===== config.mk =====
export PLATFORM = sky130hd
export DESIGN_NAME = fft_modulus_frame_reader_flat
export DESIGN_NICKNAME = d
export VERILOG_FILES = /design/src/rtl/fft_modulus_frame_reader_if.sv /design/src/rtl/fft_modulus_frame_reader.sv /design/src/flat_wrapper.sv
export SDC_FILE = /design/constraint.sdc
export NUM_CORES = 1
export LEC_CHECK = 0
export BUFFER_PORTS_ARGS = -buffer_cell sky130_fd_sc_hd__buf_2
export CAP_MARGIN = 20
export CORE_UTILIZATION = 60
export CTS_BUF_LIST = sky130_fd_sc_hd__clkbuf_4
export DETAILED_ROUTE_END_ITERATION = 12
export HOLD_SLACK_MARGIN = 0.03
export PLACE_DENSITY = 0.83
export RECOVER_POWER = 100
export SLEW_MARGIN = 0
export SYNTH_ARGS = -nofsm -noshare
export SYNTH_HDL_FRONTEND = slang
export SYNTH_SLANG_ARGS = --single-unit

===== constraint.sdc =====
create_clock -name clk -period 3.6 [get_ports clk]
set_input_delay 0.72 -clock clk [delete_from_list [all_inputs] [get_ports clk]]
set_output_delay 0.72 -clock clk [all_outputs]
set_load 0.005 [all_outputs]

===== src/rtl/fft_modulus_frame_reader_if.sv =====
// Stream port of the FFT modulus frame reader: valid/ready beats with an
// end-of-frame marker. The reader drives the master side; the consumer
// (display/measurement FIFO) sits on the slave side.
interface fft_modulus_frame_reader_if #(
  parameter int DW = 16
) ();
  logic          m_valid;
  logic [DW-1:0] m_data;
  logic          m_last;
  logic          m_ready;

  modport master (output m_valid, output m_data, output m_last, input m_ready);
  modport slave  (input m_valid, input m_data, input m_last, output m_ready);
endinterface


===== src/rtl/fft_modulus_frame_reader.sv =====
// FFT modulus frame reader: streams one frame of samples out of a 1-cycle
// latency synchronous RAM as valid/ready beats, tagging the last beat.
// Storage is the registered output stage plus a 2-entry buffer, so the
// three-deep read loop (strobe, RAM data, output) runs at 1 beat/cycle and
// backpressure never drops a returning read.
// Optional build macro FFT_READER_HALF_SPECTRUM_EN: read only the first half
// of the clipped frame length (real-input half spectrum from address 0).
module fft_modulus_frame_reader #(
  parameter int DW = 16,
  parameter int AW = 10
) (
  input  logic                       clk,
  input  logic                       rst_n,
  input  logic                       i_start,
  input  logic [AW:0]                i_frame_len,
  input  logic                       i_abort,
  output logic                       o_busy,
  output logic                       o_done,
  output logic                       o_ram_rd_en,
  output logic [AW-1:0]              o_ram_rd_addr,
  input  logic [DW-1:0]              i_ram_rd_data,
  fft_modulus_frame_reader_if.master m_if
);

  typedef enum logic {IDLE, RUN} state_t;

  localparam logic [AW:0] MAX_LEN = {1'b1, {AW{1'b0}}};

  state_t              r_state, w_state_nxt;
  logic [AW:0]         r_len, r_issued;
  logic [AW-1:0]       r_addr;
  // [0] = read strobe on the RAM port, [1] = its data on i_ram_rd_data
  logic [1:0]          r_vld_pipe, r_last_pipe;
  logic                r_out_vld, r_out_last, r_done;
  logic [DW-1:0]       r_out_data;
  logic [1:0][DW-1:0]  r_fifo_data;
  logic [1:0]          r_fifo_last;
  logic [1:0]          r_fifo_cnt;

  logic [AW:0]         w_len_clip, w_len_eff;
  logic                w_start_acc, w_pop, w_last_hs, w_cap, w_take;
  logic                w_issue, w_done_nxt, w_room;
  logic [2:0]          w_outstanding;

  assign w_len_clip = (i_frame_len > MAX_LEN) ? MAX_LEN : i_frame_len;
`ifdef FFT_READER_HALF_SPECTRUM_EN
  assign w_len_eff  = w_len_clip >> 1;
`else
  assign w_len_eff  = w_len_clip;
`endif

  assign w_start_acc = (r_state == IDLE) & i_start & ~i_abort;
  assign w_pop       = r_out_vld & m_if.m_ready;
  assign w_last_hs   = w_pop & r_out_last;
  assign w_cap       = r_vld_pipe[1];
  assign w_take      = ~r_out_vld | w_pop;

  // Every issued read lands somewhere: count output stage, buffer and both
  // read pipeline slots, and only issue while all of them still fit.
  assign w_outstanding = {2'b0, r_out_vld} + {1'b0, r_fifo_cnt}
                       + {2'b0, r_vld_pipe[0]} + {2'b0, r_vld_pipe[1]};
  assign w_room        = (w_outstanding - {2'b0, w_pop}) < 3'd3;

  // State register
  always_ff @(posedge clk or negedge rst_n) begin
    if (!rst_n) r_state <= IDLE;
    else        r_state <= w_state_nxt;
  end

  // Next state: abort beats everything, an empty frame finishes at once
  always_comb begin
    w_state_nxt = r_state;
    case (r_state)
      IDLE: if (w_start_acc) w_state_nxt = RUN;
      RUN:  if (i_abort || r_len == '0 || w_last_hs) w_state_nxt = IDLE;
      default: w_state_nxt = IDLE;
    endcase
  end

  // Per-state decisions: read issue and the done pulse request
  always_comb begin
    w_issue    = 1'b0;
    w_done_nxt = 1'b0;
    if (r_state == RUN && !i_abort) begin
      w_issue    = (r_issued < r_len) & w_room;
      w_done_nxt = (r_len == '0) | w_last_hs;
    end
  end

  // Frame counters, read strobe pipeline and done pulse
  always_ff @(posedge clk or negedge rst_n) begin
    if (!rst_n) begin
      r_len       <= '0;
      r_issued    <= '0;
      r_addr      <= '0;
      r_vld_pipe  <= '0;
      r_last_pipe <= '0;
      r_done      <= 1'b0;
    end else begin
      r_done <= w_done_nxt;
      if (w_start_acc) begin
        r_len    <= w_len_eff;
        r_issued <= '0;
      end else if (w_issue) begin
        r_issued <= r_issued + (AW+1)'(1);
      end
      if (w_issue) r_addr <= r_issued[AW-1:0];
      // abort drops reads still in flight so they are ignored on return
      if (i_abort) begin
        r_vld_pipe  <= '0;
        r_last_pipe <= '0;
      end else begin
        r_vld_pipe  <= {r_vld_pipe[0], w_issue};
        r_last_pipe <= {r_last_pipe[0],
                        w_issue & ((r_issued + (AW+1)'(1)) == r_len)};
      end
    end
  end

  // Output stage refills from the buffer head first, else straight from RAM
  always_ff @(posedge clk or negedge rst_n) begin
    if (!rst_n) begin
      r_out_vld   <= 1'b0;
      r_out_data  <= '0;
      r_out_last  <= 1'b0;
      r_fifo_data <= '0;
      r_fifo_last <= '0;
      r_fifo_cnt  <= '0;
    end else if (i_abort) begin
      r_out_vld  <= 1'b0;
      r_out_last <= 1'b0;
      r_fifo_cnt <= '0;
    end else if (w_take) begin
      if (r_fifo_cnt != 2'd0) begin
        r_out_vld      <= 1'b1;
        r_out_data     <= r_fifo_data[0];
        r_out_last     <= r_fifo_last[0];
        r_fifo_data[0] <= r_fifo_data[1];
        r_fifo_last[0] <= r_fifo_last[1];
        if (w_cap) begin
          // one in, one out: the new sample goes behind what remains
          r_fifo_data[r_fifo_cnt - 2'd1] <= i_ram_rd_data;
          r_fifo_last[r_fifo_cnt - 2'd1] <= r_last_pipe[1];
        end else begin
          r_fifo_cnt <= r_fifo_cnt - 2'd1;
        end
      end else begin
        r_out_vld <= w_cap;
        if (w_cap) begin
          r_out_data <= i_ram_rd_data;
          r_out_last <= r_last_pipe[1];
        end
      end
    end else if (w_cap) begin
      r_fifo_data[r_fifo_cnt[0]] <= i_ram_rd_data;
      r_fifo_last[r_fifo_cnt[0]] <= r_last_pipe[1];
      r_fifo_cnt                 <= r_fifo_cnt + 2'd1;
    end
  end

  assign o_busy        = (r_state == RUN);
  assign o_done        = r_done;
  assign o_ram_rd_en   = r_vld_pipe[0];
  assign o_ram_rd_addr = r_addr;
  assign m_if.m_valid  = r_out_vld;
  assign m_if.m_data   = r_out_data;
  assign m_if.m_last   = r_out_last;

endmodule


===== src/flat_wrapper.sv =====
// flat-port wrapper written by rule: the top's interface ports become plain ports
module fft_modulus_frame_reader_flat 
#(
  parameter int DW = 16,
  parameter int AW = 10
)
  (clk, rst_n, i_start, i_frame_len, i_abort, o_busy, o_done, o_ram_rd_en, o_ram_rd_addr, i_ram_rd_data, m_if_m_valid, m_if_m_data, m_if_m_last, m_if_m_ready);
  fft_modulus_frame_reader_if #(.DW(DW)) m_if_i ();
  input  logic clk;
  input  logic rst_n;
  input  logic i_start;
  input  logic [AW:0] i_frame_len;
  input  logic i_abort;
  output logic o_busy;
  output logic o_done;
  output logic o_ram_rd_en;
  output logic [AW-1:0] o_ram_rd_addr;
  input  logic [DW-1:0] i_ram_rd_data;
  output wire logic [$bits(m_if_i.m_valid)-1:0] m_if_m_valid;
  output wire logic [$bits(m_if_i.m_data)-1:0] m_if_m_data;
  output wire logic [$bits(m_if_i.m_last)-1:0] m_if_m_last;
  input wire logic [$bits(m_if_i.m_ready)-1:0] m_if_m_ready;
  assign m_if_m_valid = m_if_i.m_valid;
  assign m_if_m_data = m_if_i.m_data;
  assign m_if_m_last = m_if_i.m_last;
  assign m_if_i.m_ready = m_if_m_ready;
  fft_modulus_frame_reader #(.DW(DW), .AW(AW)) u_core (.clk(clk), .rst_n(rst_n), .i_start(i_start), .i_frame_len(i_frame_len), .i_abort(i_abort), .o_busy(o_busy), .o_done(o_done), .o_ram_rd_en(o_ram_rd_en), .o_ram_rd_addr(o_ram_rd_addr), .i_ram_rd_data(i_ram_rd_data), .m_if(m_if_i));
endmodule

==> run summary, run 1 <==
Outcome = finished, violations left
Failing checks = capacitance limit, slew limit
Worst setup skew after layout = 0.0159 ns
Origin of the worst setup path = u_core.m_if.m_valid
Min-delay worst type = flip-flop to flip-flop
Maximum Capacitance Violations = 1
Distinct cells, synth = 50
GRT Util Overall = 27.8%
WHS Path Cells = 1
Drt wl/cell = 16.1 um
Post-Synthesis Cells = 508
Count of flip-flops with a built-in enable after synthesis = 0
Sinks on Clock Net = 92
Via count of the routed design = 4057
Largest fanout of any net on the critical path = 10
Dominant combinational cell family by area after synthesis = compound AO/OA/AOI/OAI gates
Worst slew slack as a fraction of its limit = -11.7%
Placement row count = 32
Portion of the post-synthesis area used by sequential elements = 47.9%
Area overhead of the layout relative to synthesis = 11.9%
Fraction of synthesized area in multiplexers = 5.65%
Insertion delay to the later sink of the worst-skew pair = 0.44 ns
Reg2Reg Launch Point = u_core.m_if.m_valid
Post-route clock period utilization = 95.1%
Slew at the pin closest to its max-slew limit = 1.68 ns
CP Data Required Time = 3.92 ns
Clock transition at the registers of the reported paths = 0.15 ns
Cell types occupying the most area after synthesis = sky130_fd_sc_hd__dfrtp_1 48%, sky130_fd_sc_hd__a21oi_1 4.9%, sky130_fd_sc_hd__ha_1 4.7%, sky130_fd_sc_hd__o21ai_0 4.0%, sky130_fd_sc_hd__nor2_1 3.8%
Placed wire-length estimate after detailed placement = 7.56 mm
Port Buffers = 62
Die Y = 91.5 um
Number of failing setup endpoints in the final timing report = 0
Worst Setup Start Kind = flip-flop
Maximum number of pins on one net before global-route repair = 68
Top library cells by usage in the layout, fill and taps aside = 92 x sky130_fd_sc_hd__dfrtp_1, 53 x sky130_fd_sc_hd__buf_2, 48 x sky130_fd_sc_hd__nor2_1, 46 x sky130_fd_sc_hd__a21oi_1, 38 x sky130_fd_sc_hd__o21ai_0
DRC violations left = 0
Fin. Hold Viols = 0
Path depth of the worst reg2reg path = 14
Final cell count without fillers = 673
Most common cell after layout, fill and taps aside = sky130_fd_sc_hd__dfrtp_1
Number of buffers inserted during clock tree synthesis = 9
Worst Path Class, Setup = flip-flop to flip-flop
Maximum clock frequency = 0.292 GHz
Cell count after placement = 657
Synthesized-area fraction occupied by adder cells = 5.52%
Vias per cell = 6.03
Endpoint kind of the worst setup timing path = flip-flop
H-Tree Level Count = 3
RSZ-0062 raised after global routing = no
Initial antenna violation count = 0
DRT Wirelength = 10.8 mm
Data arrival time of the critical path = 3.75 ns
Clock tree from TritonCTS = yes
Worst ir drop on vdd = 0.330 mV
Area fraction in and, or, nand and nor cells after synthesis = 16.6%
Pwr/cell area = 616 nW/um^2
Number of filler cells placed in the layout = 600
Post-synthesis compound-gate area fraction = 16.8%
Register bit count reported by yosys = 92
Width of the chip = 91.5 um
Mapped Nets = 560
Net total in the final layout = 619
Vias in the first global route = 3914
Xor/xnor share of the synthesized area = 1.64%
Aggregate global routing overflow = 0
Start point of the worst min-delay path = u_core.r_last_pipe[0]
Top Ports = 63
Die area = 8370 um^2
Ys async rst share = 100%
Setup TNS after final layout = 0 ns
Layout cells sized above 1 = 17.3%
RePlAce Congestion = 0.848
Residual antenna-violating net count after detailed routing = 0
Fin Hold WS = 0.488 ns
Maximum number of buffers from clock root to sink = 2
Wire length of the first global-routing pass = 18.5 mm
Initial core utilization = 62.2%
Area of the core region = 7730 um^2
Cell area after synthesis = 4800 um^2
Shortest clock period the worst path allows after layout = 3.43 ns
Most area-hungry cell type in the Yosys netlist = sky130_fd_sc_hd__dfrtp_1
Count of final max-slew check failures = 68
N_diodes = 0
Dominant synthesized flop cell = sky130_fd_sc_hd__dfrtp_1
Root Buffer = sky130_fd_sc_hd__clkbuf_4
Post-synthesis area per instance = 9.46 um^2
Warnings, synthesis = 0
DRC marker count from the first detailed-route iteration = 262
Share of the synthesized area in the top cell type = 47.9%
Standby leakage power = 2.48 nW
Number of detailed-route iterations in the first pass = 5
[synth_stat cells (all sizes together), types with 2 or more instances]
cell    count
dfrtp      92
nor2       48
a21oi      47
o21ai      39
inv        36
nand3      27
clkbuf     25
nand2      24
ha         18
a22oi      17
mux2i      17
nor4       11
mux2        9
nor3        9
nand3b      8
xnor2       8
a211oi      7
buf         7
a221o       6
nand2b      6
a21o        5
or3         5
nor2b       4
and2        3
nand4       3
or2         3
a22o        2
a31oi       2
and4        2
fa          2
o31a        2
or4b        2
[power breakdown]
part / switching [mW] / leakage [nW] / internal, mW
clock network: 0.365 / 0.0705 / 0.217
logic: 0.660 / 1.34 / 0.536
registers: 0.197 / 1.07 / 1.34
total: 1.22 / 2.48 / 2.09
[flip-flops by register name, indices dropped and copies added, names as in the netlist, 2 cells and up]
name,flops
u_core.o_ram_rd_addr,10
u_core.r_vld_pipe,2
u_core.r_fifo_cnt,2
u_core.r_len,11
u_core.r_fifo_data,32
u_core.r_issued,11
u_core.m_if.m_data,16
u_core.r_fifo_last,2
u_core.r_last_pipe,2
[what timing repair did]
action	CTS	global route
setup buffers	0	1
resized for setup	0	1
setup endpoints to repair	0	2
hold buffers	0	0
[critical path, stage by stage (launching register included)]
cell	delay (ns)
sky130_fd_sc_hd__dfrtp_1	0.44
sky130_fd_sc_hd__and2_1	0.17
sky130_fd_sc_hd__ha_1	0.28
sky130_fd_sc_hd__fa_1	0.43
sky130_fd_sc_hd__inv_1	0.07
sky130_fd_sc_hd__ha_1	0.13
sky130_fd_sc_hd__inv_1	0.05
sky130_fd_sc_hd__fa_1	0.46
sky130_fd_sc_hd__nand2b_1	0.10
sky130_fd_sc_hd__nand4b_1	0.16
sky130_fd_sc_hd__nor3_1	0.27
sky130_fd_sc_hd__buf_4	0.17
sky130_fd_sc_hd__nand2_1	0.07
sky130_fd_sc_hd__buf_4	0.23
sky130_fd_sc_hd__mux2_2	0.27
[kinds of logic after synthesis]
kind of cell    count (synthesis)
compound gates                133
mux                            26
simple gates                  159
xor+xnor                        9
fa+ha+maj                      20
flops                          92
buf+inv                        69
[worst paths after layout]
check / slack, ns / to
hold / removal: 0.49 / u_core.r_last_pipe[1]
min in group asynchronous: 0.70 / u_core.r_len[4]
max in group asynchronous: 1.50 / u_core.r_fifo_data[23]
hold reg to reg: 0.49 / u_core.r_last_pipe[1]
setup / recovery: 0.17 / u_core.o_ram_rd_addr[9]
setup reg to reg: 0.17 / u_core.o_ram_rd_addr[9]
[cell type report]
cell class | count | area (um^2) | share of cell area [%]
multi-input cells | 347 | 2250 | 41.9
clock buffers | 9 | 67.6 | 1.26
inverters | 37 | 139 | 2.58
repair buffers | 80 | 410 | 7.64
well taps | 102 | 128 | 2.37
flip-flops and latches | 92 | 2300 | 42.8
clock inverters | 6 | 73.8 | 1.37
[routing by layer]
layer | part of all wire (%) | GRT usage, % | vias to the layer above | routed length, um
li1 | - | - | 1912 | -
met1 | 45 | 40.1 | 1988 | 4850
met2 | 48 | 43.2 | 143 | 5180
met3 | 6.1 | 4.77 | 14 | 662
met4 | 1.1 | 8.20 | 0 | 123
met5 | 0 | 0 | - | 0
[per-stage QoR]
stage / setup slack, ns / total power, mW / cell area, um^2 / util (%)
after floorplan: 0.0757 / 2.33 / 4810 / -
final: 0.175 / 3.31 / 5370 / 69.5
after global routing: 0.00196 / 3.55 / 5370 / 69.5
after CTS: 0.145 / 3.32 / 5400 / 69.9
after detailed placement: -0.213 / 2.75 / 5260 / 68.0
after global placement: -0.173 / 2.68 / 5260 / 68.0
Power figures use the tool's default switching activity.
==> run 2, diff against run 1 <==
--- a/config.mk
+++ b/config.mk
@@ -7,11 +7,11 @@
 export LEC_CHECK = 0
 export BUFFER_PORTS_ARGS = -buffer_cell sky130_fd_sc_hd__buf_2
 export CAP_MARGIN = 20
-export CORE_UTILIZATION = 60
+export CORE_UTILIZATION = 41
 export CTS_BUF_LIST = sky130_fd_sc_hd__clkbuf_4
 export DETAILED_ROUTE_END_ITERATION = 12
 export HOLD_SLACK_MARGIN = 0.03
-export PLACE_DENSITY = 0.83
+export PLACE_DENSITY = 0.61
 export RECOVER_POWER = 100
 export SLEW_MARGIN = 0
 export SYNTH_ARGS = -nofsm -noshare
==> run 2 against run 1 <==
The flow still finishes with violations (capacitance limit, slew limit). First-iteration DRC count fell by 4.6%. Clock power rose by 11%. Count of clock-buffer cells in the layout rose by 1. Critical path depth rose by 2. Cell area rose by 1.0%. Combinational power barely moved. Utilization fell by 22 points. Sequential cell count did not move.
==> run summary, run 2 (same netlist as run 1, synthesis figures left out) <==
Outcome = finished, violations left
Failing checks = capacitance limit, slew limit
Via count of the routed design = 3915
Maximum number of buffers from clock root to sink = 2
H-Tree Level Count = 3
Largest register by flop count = u_core.r_fifo_data
Reg2Reg Launch Point = u_core.m_if.m_valid
Fin Hold WS = 0.491 ns
DRC violations left = 0
Area overhead of the layout relative to synthesis = 13.0%
Largest fanout of any net on the critical path = 6
Register area = 2300 um^2
Net total in the final layout = 620
Initial core utilization = 42.1%
Worst setup skew after layout = 0.0116 ns
Number of buffers inserted during clock tree synthesis = 9
Top library cells by usage in the layout, fill and taps aside = 92 x sky130_fd_sc_hd__dfrtp_1, 48 x sky130_fd_sc_hd__nor2_1, 47 x sky130_fd_sc_hd__a21oi_1, 39 x sky130_fd_sc_hd__buf_2, 38 x sky130_fd_sc_hd__o21ai_0
Maximum clock frequency = 0.290 GHz
RePlAce Congestion = 0.817
Number of failing setup endpoints in the final timing report = 0
Origin of the worst setup path = m_if_m_ready
Data arrival time of the critical path = 3.78 ns
Most common cell after layout, fill and taps aside = sky130_fd_sc_hd__dfrtp_1
Initial antenna violation count = 0
CP Data Required Time = 3.93 ns
Clock transition at the registers of the reported paths = 0.14 ns
Cell count after placement = 700
Die Y = 110 um
Placed wire-length estimate after detailed placement = 7.98 mm
Sinks on Clock Net = 92
Die area = 12200 um^2
Layout cells sized above 1 = 15.5%
Post-route clock period utilization = 95.6%
Pwr/cell area = 618 nW/um^2
Worst ir drop on vdd = 0.363 mV
Min-delay worst type = flip-flop to flip-flop
Fin. Hold Viols = 0
DRC marker count from the first detailed-route iteration = 250
N_diodes = 0
CP cell instances = buf_2 > and2_0 > ha_1 > fa_1 > inv_1 > ha_1 > inv_1 > fa_1 > nand2b_1 > nand4b_1 > nor3_1 > clkbuf_4 > buf_4 > nand2_2 > buf_4 > mux2_2
Worst slew slack as a fraction of its limit = -53.5%
Drt wl/cell = 15.9 um
Number of filler cells placed in the layout = 1110
Root Buffer = sky130_fd_sc_hd__clkbuf_4
Shortest clock period the worst path allows after layout = 3.44 ns
Top Ports = 63
Insertion delay to the later sink of the worst-skew pair = 0.44 ns
RSZ-0062 raised after global routing = no
Area of the core region = 11400 um^2
Worst Path Class, Setup = primary input to flip-flop
Final cell count without fillers = 716
Vias in the first global route = 3740
DRT Wirelength = 11.4 mm
Placement row count = 39
Slowest stage delay, CP = 0.46 ns
Clock tree from TritonCTS = yes
Post-CTS setup repair buffer count = 0
Standby leakage power = 2.47 nW
Slowest cell on crit path = sky130_fd_sc_hd__fa_1
Residual antenna-violating net count after detailed routing = 0
Maximum Capacitance Violations = 1
Endpoint kind of the worst setup timing path = flip-flop
Aggregate global routing overflow = 0
Number of detailed-route iterations in the first pass = 4
Slew at the pin closest to its max-slew limit = 2.30 ns
Wire length of the first global-routing pass = 18.3 mm
Port Buffers = 62
Area of the multi-input gates = 2250 um^2
Start point of the worst min-delay path = u_core.r_last_pipe[0]
Vias per cell = 5.47
Max reg flops = 32
Worst Setup Start Kind = primary input
Width of the chip = 110 um
Maximum number of pins on one net before global-route repair = 44
Count of final max-slew check failures = 44
GRT Util Overall = 19.8%
run 2: worst max-delay path: cells and delay by family:
family / cells / cell delay (ns)
mux: 1 / 0.27
simple gates: 5 / 0.73
buf+inv: 6 / 0.72
fa+ha+maj: 4 / 1.33
run 2: per-stage QoR:
step / util [%] / power, mW / setup slack [ns] / setup TNS [ns] / cell area, um^2
5_1_grt: 47.5 / 3.64 / 0.0362 / 0 / 5430
3_3_place_gp: 46.6 / 2.73 / -0.267 / -3.35 / 5320
2_1_floorplan: - / 2.33 / 0.0757 / 0 / 4810
6_report: 47.5 / 3.35 / 0.157 / 0 / 5430
4_1_cts: 48.0 / 3.42 / 0.128 / 0 / 5490
3_5_place_dp: 46.6 / 2.77 / -0.319 / -4.20 / 5320
run 2: repair_timing:
item / in CTS / in global routing
hold buffers: 0 / 0
setup endpoints to repair: 0 / 6
gates resized for setup: 0 / 2
run 2: power breakdown:
part / switching (mW) / internal (mW)
logic: 0.665 / 0.517
clock network: 0.354 / 0.291
registers: 0.192 / 1.33
total: 1.21 / 2.14
run 2: path summary, 6_finish.rpt:
| path | cells past startpoint | slack (ns) | endpoint |
|---|---|---|---|
| max in group asynchronous | 2 | 0.93 | u_core.o_ram_rd_addr[6] |
| max | 16 | 0.16 | u_core.o_ram_rd_addr[3] |
| min reg2reg | 1 | 0.49 | u_core.r_last_pipe[1] |
| max reg2reg | 15 | 0.16 | u_core.o_ram_rd_addr[3] |
| min in group asynchronous | 1 | 0.95 | u_core.r_len[9] |
| min | 1 | 0.49 | u_core.r_last_pipe[1] |
run 2: routing by layer:
metal	vias up	part of all wire, %	track usage [%]	wire [um]
met1	1906	49	28.7	5610
li1	1926	-	-	-
met5	-	0	0	0
met3	9	3.7	2.59	426
met4	0	1.2	6.95	140
met2	74	46	30.4	5230
run 2: area by class of cell:
| class | instances | share of cell area (%) |
|---|---|---|
| Tap cell | 143 | 3.30 |
| Timing Repair Buffer | 81 | 7.31 |
| Multi-Input combinational cell | 347 | 41.4 |
| Inverter | 37 | 2.63 |
| Clock inverter | 6 | 1.61 |
| Sequential cell | 92 | 42.4 |
| Clock buffer | 10 | 1.38 |
==> run 3, diff against run 2 <==
==> constraint.sdc (replaced) <==
create_clock -name clk -period 3.6 [get_ports clk]
set_input_delay 0.54 -clock clk [delete_from_list [all_inputs] [get_ports clk]]
set_output_delay 0.54 -clock clk [all_outputs]
set_load 0.005 [all_outputs]
==> run 3 against run 2 <==
The flow still finishes with violations (capacitance limit, slew limit). Via count up 0.13%. Largest power group unchanged. Non-clock buffer count down 1. Sequential share of layout area about the same.
==> run summary, run 3 (same netlist as run 1, synthesis figures left out) <==
Outcome = finished, violations left
Failing checks = capacitance limit, slew limit
Placement row count = 39
Maximum number of pins on one net before global-route repair = 39
Shortest clock period the worst path allows after layout = 3.35 ns
Layout cells sized above 1 = 14.5%
Maximum Capacitance Violations = 1
Maximum clock frequency = 0.299 GHz
Initial core utilization = 42.1%
Setup slack of the critical path after layout = 0.251 ns
H-Tree Level Count = 3
Number of detailed-route iterations in the first pass = 7
Residual antenna-violating net count after detailed routing = 0
Worst Path Class, Setup = flip-flop to flip-flop
Die area = 12200 um^2
GRT Util Overall = 19.7%
Standby leakage power = 2.47 nW
Placed wire-length estimate after detailed placement = 7.87 mm
Drt wl/cell = 15.7 um
Count of final max-slew check failures = 39
Clock transition at the registers of the reported paths = 0.15 ns
Width of the chip = 110 um
Largest fanout of any net on the critical path = 8
Top Ports = 63
CP cell instances = and2_0 > ha_1 > fa_1 > inv_1 > ha_1 > inv_1 > fa_1 > nand2b_1 > nand4b_1 > nor3_1 > buf_4 > nand2_1 > clkinv_1 > a221o_1
Via count of the routed design = 3920
Most common cell after layout, fill and taps aside = sky130_fd_sc_hd__dfrtp_1
Area after detailed placement = 5300 um^2
Wire length of the first global-routing pass = 18.3 mm
Number of failing setup endpoints in the final timing report = 0
Top library cells by usage in the layout, fill and taps aside = 92 x sky130_fd_sc_hd__dfrtp_1, 48 x sky130_fd_sc_hd__nor2_1, 47 x sky130_fd_sc_hd__a21oi_1, 40 x sky130_fd_sc_hd__buf_2, 38 x sky130_fd_sc_hd__o21ai_0
Worst slew slack as a fraction of its limit = -41.8%
Setup TNS after final layout = 0 ns
Worst setup skew after layout = 0.0193 ns
Area overhead of the layout relative to synthesis = 12.9%
CP Data Required Time = 3.95 ns
RSZ-0062 raised after global routing = no
Place WS = -0.104 ns
Insertion delay to the later sink of the worst-skew pair = 0.46 ns
Kind of cell adding the most delay to the critical path = adder cells
Fin. Hold Viols = 0
Slew at the pin closest to its max-slew limit = 2.13 ns
Endpoint kind of the worst setup timing path = flip-flop
Maximum number of buffers from clock root to sink = 2
Post-layout instance area = 5420 um^2
Die Y = 110 um
Total Power Consumption = 3.37 mW
RePlAce Congestion = 0.830
Aggregate global routing overflow = 0
Count of buffering cells on the critical path with inverters included = 4
N_diodes = 0
Slowest stage delay, CP = 0.49 ns
DRC violations left = 0
Data arrival time of the critical path = 3.70 ns
Area of the core region = 11400 um^2
Sinks on Clock Net = 92
Net total in the final layout = 619
Root Buffer = sky130_fd_sc_hd__clkbuf_4
Min-delay worst type = primary input to flip-flop
DRC marker count from the first detailed-route iteration = 225
Port Buffers = 62
Largest register by flop count = u_core.r_fifo_data
Initial antenna violation count = 0
Vias in the first global route = 3724
Number of buffers inserted during clock tree synthesis = 9
Slowest cell on crit path = sky130_fd_sc_hd__fa_1
Clock tree from TritonCTS = yes
Vias per cell = 5.48
Pwr/cell area = 622 nW/um^2
Max reg flops = 32
Worst Setup Start Kind = flip-flop
DRT Wirelength = 11.2 mm
Worst ir drop on vdd = 0.316 mV
Post-route clock period utilization = 93.0%
-- run 3: cell count changes in the layout (fill, tap and decap cells not counted), sizes merged --
cell,change
clkinv,-1
inv,+1
buf,+1
dlygate4sd3,+1
clkbuf,-3
-- run 3: tightest hold or removal path, cell delays in order --
cell	delay, ns
sky130_fd_sc_hd__buf_2	0.09
sky130_fd_sc_hd__nand3_1	0.05
sky130_fd_sc_hd__o21ai_0	0.06
-- run 3: layout make-up --
class                           instances  area [um^2]
Timing Repair Buffer                   80          394
Clock inverter                          6         96.3
Tap cell                              143          179
Inverter                               37          139
Sequential cell                        92         2300
Multi-Input combinational cell        347         2240
Fill cell                            1144         5990
Clock buffer                           10         75.1
-- run 3: worst paths after layout --
| check | to | cells after the start | from | slack [ns] |
|---|---|---|---|---|
| hold reg to reg | u_core.r_last_pipe[1] | 1 | u_core.r_last_pipe[0] | 0.51 |
| setup / recovery | u_core.r_issued[8] | 14 | u_core.m_if.m_valid | 0.25 |
| max in group asynchronous | u_core.m_if.m_data[2] | 3 | rst_n | 0.68 |
| hold / removal | u_core.r_fifo_data[20] | 3 | i_ram_rd_data[4] | 0.32 |
| min in group asynchronous | u_core.r_len[7] | 2 | rst_n | 1.22 |
| setup reg to reg | u_core.r_issued[8] | 14 | u_core.m_if.m_valid | 0.25 |
-- run 3: metal layers --
layer  part of all wire [%]  wire length, um  GRT usage [%]
met5                      0                0              0
met4                    1.6              180           8.46
met3                    3.3              375           2.70
met2                     45             5050           29.5
met1                     50             5630           28.5
-- run 3: stage by stage --
stage	cells	util (%)	hold slack (ns)
after floorplan	508	-	0.244
after global placement	698	46.4	0.484
after detailed placement	698	46.4	0.470
after CTS	715	48.0	0.290
after global routing	715	47.5	0.320
final	715	47.5	0.316
-- run 3: timing repair --
item / CTS / global route
endpoints found under the setup margin: 0 / 1
resized for setup: 0 / 1
endpoints found under the hold margin: 12 / 0
hold buffers: 1 / 0
buffers inserted: 0 / 0
-- run 3: power by group --
group	leakage (nW)	internal [mW]	total, mW	switching, mW
Combinational	1.31	0.511	1.17	0.655
Clock	0.0891	0.298	0.674	0.376
Sequential	1.07	1.33	1.53	0.197
